==> src/rtl/sram_port_arbiter.sv <==
// ---------------------------------------------------------------------------
// sram_port_arbiter
//
// Shares one single-port SRAM (registered read output) between the CPU
// instruction-fetch requester (IF) and the data-memory requester (DM).
// Every access is two cycles: an issue cycle in IDLE, where the granted
// requester drives the SRAM pins, and an ack cycle in IF_WAIT/DM_WAIT, where
// the SRAM's registered read data is handed back. DM has fixed priority, but
// after MAX_DM_STREAK consecutive DM grants with IF waiting, IF wins once.
//
// Ports:
//   clk_i, rst_i            clock, synchronous active-low reset
//   if_req_i, if_addr_i     IF request and word address
//   if_ack_o, if_rdata_o    IF completion pulse and fetched word (0 otherwise)
//   dm_req_i, dm_web_i      DM request and active-low byte write enables
//   dm_addr_i, dm_wdata_i   DM word address and byte-aligned write data
//   dm_ack_o, dm_rdata_o    DM completion pulse and read data (0 otherwise)
//   sram_cs_o, sram_oe_o    SRAM chip select and output enable
//   sram_web_o              SRAM active-low byte write enables
//   sram_a_o, sram_di_o     SRAM address and write data
//   sram_do_i               SRAM read data, valid the cycle after issue
// ---------------------------------------------------------------------------
module sram_port_arbiter #(
    parameter int unsigned ADDR_W        = 14,
    parameter int unsigned DATA_W        = 32,
    parameter int unsigned MAX_DM_STREAK = 4
) (
    input  logic              clk_i,
    input  logic              rst_i,
    input  logic              if_req_i,
    input  logic [ADDR_W-1:0] if_addr_i,
    output logic              if_ack_o,
    output logic [DATA_W-1:0] if_rdata_o,
    input  logic              dm_req_i,
    input  logic [3:0]        dm_web_i,
    input  logic [ADDR_W-1:0] dm_addr_i,
    input  logic [DATA_W-1:0] dm_wdata_i,
    output logic              dm_ack_o,
    output logic [DATA_W-1:0] dm_rdata_o,
    output logic              sram_cs_o,
    output logic              sram_oe_o,
    output logic [3:0]        sram_web_o,
    output logic [ADDR_W-1:0] sram_a_o,
    output logic [DATA_W-1:0] sram_di_o,
    input  logic [DATA_W-1:0] sram_do_i
);

    typedef enum logic [1:0] {
        IDLE,
        IF_WAIT,
        DM_WAIT
    } state_e;

    localparam logic [3:0] MaxStreak = 4'(MAX_DM_STREAK);

    state_e     state_q, state_d;
    logic [3:0] streak_q, streak_d;
    logic       dmRead_q, dmRead_d;
    logic       grantDm, grantIf;

    // Arbitration only happens in IDLE. DM wins unless IF has already been
    // passed over MAX_DM_STREAK times in a row.
    always_comb begin
        grantDm = 1'b0;
        grantIf = 1'b0;
        if (state_q == IDLE) begin
            if (dm_req_i && !(if_req_i && (streak_q == MaxStreak))) begin
                grantDm = 1'b1;
            end else if (if_req_i) begin
                grantIf = 1'b1;
            end
        end
    end

    // State register. Reset abandons any access in flight.
    always_ff @(posedge clk_i) begin
        if (!rst_i) begin
            state_q  <= IDLE;
            streak_q <= 4'd0;
            dmRead_q <= 1'b0;
        end else begin
            state_q  <= state_d;
            streak_q <= streak_d;
            dmRead_q <= dmRead_d;
        end
    end

    // Next-state logic. The streak only grows while IF is actually waiting;
    // a DM grant with no IF pending or any IF grant clears it.
    always_comb begin
        state_d  = state_q;
        streak_d = streak_q;
        dmRead_d = dmRead_q;
        case (state_q)
            IDLE: begin
                if (grantDm) begin
                    state_d  = DM_WAIT;
                    dmRead_d = (dm_web_i == 4'hF);
                    if (if_req_i) begin
                        streak_d = (streak_q == MaxStreak) ? streak_q : streak_q + 4'd1;
                    end else begin
                        streak_d = 4'd0;
                    end
                end else if (grantIf) begin
                    state_d  = IF_WAIT;
                    streak_d = 4'd0;
                end
            end
            IF_WAIT: state_d = IDLE;
            DM_WAIT: state_d = IDLE;
            default: state_d = IDLE;
        endcase
    end

    // Output logic. Everything is gated by rst_i so that the reset cycle
    // keeps the SRAM idle and never produces an ack for an abandoned access.
    always_comb begin
        sram_cs_o  = 1'b0;
        sram_oe_o  = 1'b0;
        sram_web_o = 4'hF;
        sram_a_o   = '0;
        sram_di_o  = '0;
        if_ack_o   = 1'b0;
        if_rdata_o = '0;
        dm_ack_o   = 1'b0;
        dm_rdata_o = '0;
        if (rst_i) begin
            if (grantDm) begin
                sram_cs_o  = 1'b1;
                sram_oe_o  = (dm_web_i == 4'hF);
                sram_web_o = dm_web_i;
                sram_a_o   = dm_addr_i;
                sram_di_o  = dm_wdata_i;
            end else if (grantIf) begin
                sram_cs_o  = 1'b1;
                sram_oe_o  = 1'b1;
                sram_a_o   = if_addr_i;
            end
            if (state_q == IF_WAIT) begin
                if_ack_o   = 1'b1;
                if_rdata_o = sram_do_i;
            end
            if (state_q == DM_WAIT) begin
                dm_ack_o = 1'b1;
                if (dmRead_q) begin
                    dm_rdata_o = sram_do_i;
                end
            end
        end
    end

endmodule

==> config.mk <==
export PLATFORM = sky130hd
export DESIGN_NAME = sram_port_arbiter
export DESIGN_NICKNAME = d
export VERILOG_FILES = /design/src/rtl/sram_port_arbiter.sv
export SDC_FILE = /design/constraint.sdc
export NUM_CORES = 1
export LEC_CHECK = 0
export CORE_AREA = 3 3 85 87
export CTS_CLUSTER_DIAMETER = 100
export DETAILED_ROUTE_END_ITERATION = 7
export DIE_AREA = 0 0 88 90
export DONT_BUFFER_PORTS = 1
export GPL_ROUTABILITY_DRIVEN = 0
export SYNTH_ARGS = -nofsm -noshare
export SYNTH_HDL_FRONTEND = slang
export SYNTH_SLANG_ARGS = --single-unit
==> constraint.sdc <==
create_clock -name clk_i -period 1.7 [get_ports clk_i]
set_input_delay 0.17 -clock clk_i [delete_from_list [all_inputs] [get_ports clk_i]]
set_output_delay 0.17 -clock clk_i [all_outputs]
set_load 0.005 [all_outputs]
==> impl_metrics.tcl <==
set metrics [dict create \
    critPathKind "flop to primary output" \
    setup_tns_ns -2.28 \
    grt_use_total 0.125 \
    htree_num_levels 1 \
    crit_fanout 5 \
    violations "setup timing" \
    tightestPinTransition_ns 0.413 \
    hp-class "input pin to flop" \
    yosysUniqueCellTypes 37 \
    dp_cells 283 \
    power_frac_clock 0.365 \
    port_buffers 0 \
    required_ns 1.53 \
    drc_errors 0 \
    antenna_left 0 \
    synth.area.mux_share 0 \
    cts_tree "done" \
    fp.dieH_um 90 \
    synth_top_family_by_area "simple AND/OR/NAND/NOR gates" \
    syn_nets 316 \
    clock_latency_ns 0.23 \
    postCtsHoldBufs 0 \
    synth_seq_cells 7 \
    synthSimpleGateAreaFrac 0.609 \
    crit_path_start_kind "flop" \
    ir_drop_mv 0.157 \
    internal-power_uw 453 \
    wl_per_cell_um 18.9 \
    rsz0062_at_grt "yes" \
    setup_viol 36 \
    synth_warnings 0 \
    switching_share 0.296 \
    holdWs_ns 0.0961 \
    synth_xor_xnor_area_share 0.00613 \
    cts_made_buffers 3 \
    drtIter0Drc 64 \
    vias 1627 \
    max_freq_ghz 0.562 \
    grt_pass1_wl_mm 8.04 \
    max_cap_viol_count 0 \
    synth_edf_count 0 \
    cpPeakStageDelay_ns 0.33 \
    drive_above_1_share 0.321 \
    die_area_um2 7920 \
    instances_no_fill 298 \
    p_comb_frac 0.367 \
    antenna_cells 0 \
    final_area_um2 1810 \
    crit_top_cell "buf_6" \
    globalRouteOverflowTotal 0 \
    hpwl_mm 4.25 \
    start_util 0.222 \
    maxSlewViolCount 0 \
    drt-total-wl_mm 5.65 \
    cts_sinks 7 \
    power_density_nw_per_um2 355 \
    synthArstFlopShare 0 \
    cp_top_family "simple AND/OR/NAND/NOR gates" \
    crit_path_top_delay_cell "dfxtp_2" \
    rows 29 \
    max-slew-margin-rel 0.723 \
    post-route-period-util 1.05 \
    crit_chain "inv_2 > ha_4 > and4b_2 > nor3_4 > buf_6 > buf_6 > nand2b_4 > buf_6" \
    cts_root_buf "clkbuf_8" \
    finalClockSkew_ns 0.000864 \
    fin_ws_ns -0.0791 \
    nFillCells 685 \
    firstDrtPassIters 4 \
    vias_per_cell 5.46 \
    p_leak_nw 0.724 \
    areaGrowthSynthToFinish_pct 26.8 \
    place_ws_ns 0.0619 \
    outcome "complete, but fails checks" \
    synth_area_um2 1430 \
    p_switching_uw 190 \
    final_hold_viol_count 0 \
    fin_nets 324 \
    core-area_um2 6420 \
    postLayoutCoreUtil 0.282 \
    pwr-share-seq 0.268 \
    clk_pin_slew_ns 0.04 \
    grt_pass1_vias 1511 \
    antenna_found_initial 0 \
    min_period_ns 1.78 \
    syn_avg_cell_area_um2 6.68 \
    end_kind "primary output" \
    power_uw 643 \
    grt_start_max_net_pins 34 \
    clock_path_buffers 2 \
    synthAdderAreaFrac 0.0175 \
    cp_num_buf_inv 4 \
    synth_compound_gate_area_share 0.173 \
    dpl_cell_area_um2 1540 \
    fp.dieW_um 88 \
    synthFlopType "dfxtp_1" \
    pin_count 218 \
    arrival_ns 1.61 \
    seq_area_frac_synth 0.0981 \
    postSynthCellCount 214 \
]
-- worst reg2reg max path, stage by stage (launching register included) --
cell       delay (ns)
dfxtp_2          0.33
inv_2            0.05
ha_4             0.15
and4b_2          0.24
nor3_4           0.17
buf_6            0.16
buf_6            0.14
buf_4            0.11
buf_4            0.10
o2bb2ai_1        0.11
-- power groups by stage --
stage	logic [mW]	clock network [mW]	registers (mW)
CTS	0.201	0.238	0.172
detailed placement	0.176	0	0.175
floorplan	0.151	0	0.174
global placement	0.173	0	0.174
global route	0.261	0.249	0.173
finish	0.236	0.235	0.173
-- kinds of logic (layout without fill, tap and decap cells) --
family | count (synthesis) | after routing
AO/OA/AOI/OAI | 38 | 38
XOR/XNOR | 1 | 1
adder cells (fa/ha/maj) | 2 | 2
buffers and inverters | 27 | 34
flip-flops | 7 | 7
AND/OR/NAND/NOR | 139 | 139
-- final timing paths --
path	from	end	slack, ns	depth (start not counted)
hold reg to reg	streak_q[3]	streak_q[3]	0.53	2
setup reg to reg	streak_q[0]	streak_q[1]	0.08	9
setup / recovery	streak_q[0]	sram_web_o[3]	-0.08	8
hold / removal	rst_i	dmRead_q	0.1	1
-- synthesized netlist by cell type, drive strengths merged (3+ instances only) --
library cell,n,area [µm²]
a21oi,16,80.1
and2,97,607
buf,9,68.8
clkbuf,14,53.8
dfxtp,7,140
inv,3,11.3
nand2,3,11.3
nand2b,4,25.0
nand3,15,75.1
nor2,3,11.3
nor3b,4,30.0
o211ai,15,113
or3b,3,26.3
-- state kept, by name, indices dropped and copies added, names as in the netlist --
name,count
streak_q,4
dmRead_q,1
state_q,2
-- layout make-up --
class / instances / area (µm²) / share of cell area
Clock buffer: 4 / 45.0 / 0.0249
Sequential cell: 7 / 143 / 0.0787
Inverter: 4 / 15.0 / 0.00829
Timing Repair Buffer: 26 / 244 / 0.135
Tap cell: 77 / 96.3 / 0.0532
Multi-Input combinational cell: 180 / 1270 / 0.700
-- placed cells by master (no fill, tap or decap), types with 2 or more instances in the layout --
cell type  synthesis  routed
and2_4             0      24
a21oi_1           16      11
nor3b_1            4       2
a21oi_2            0       5
dfxtp_2            0       2
or3b_1             2       2
nor3b_2            0       2
buf_6              3       5
o211ai_1          15      15
nand3_1           15      15
and2_1            97      73
nand2_1            3       3
nor2_1             3       3
dfxtp_1            7       5
nand2b_1           4       3
inv_2              0       2
clkbuf_8           0       3
buf_4              2      19
-- repair_timing --
| item | 4_1_cts | 5_1_grt |
|---|---|---|
| setup endpoints to repair | 48 | 49 |
| gates resized for setup | 12 | 40 |
| setup buffers | 4 | 5 |
| pin swaps | 7 | 6 |
| cloned | 1 | 3 |
-- per-layer routing --
metal | vias to the layer above | GRT usage | part of all wire
met4 | 0 | 0.0205 | 0.0050
li1 | 735 | - | -
met2 | 138 | 0.243 | 0.55
met1 | 750 | 0.127 | 0.35
met5 | - | 0 | 0
met3 | 4 | 0.0420 | 0.096
Power figures use the tool's default switching activity.
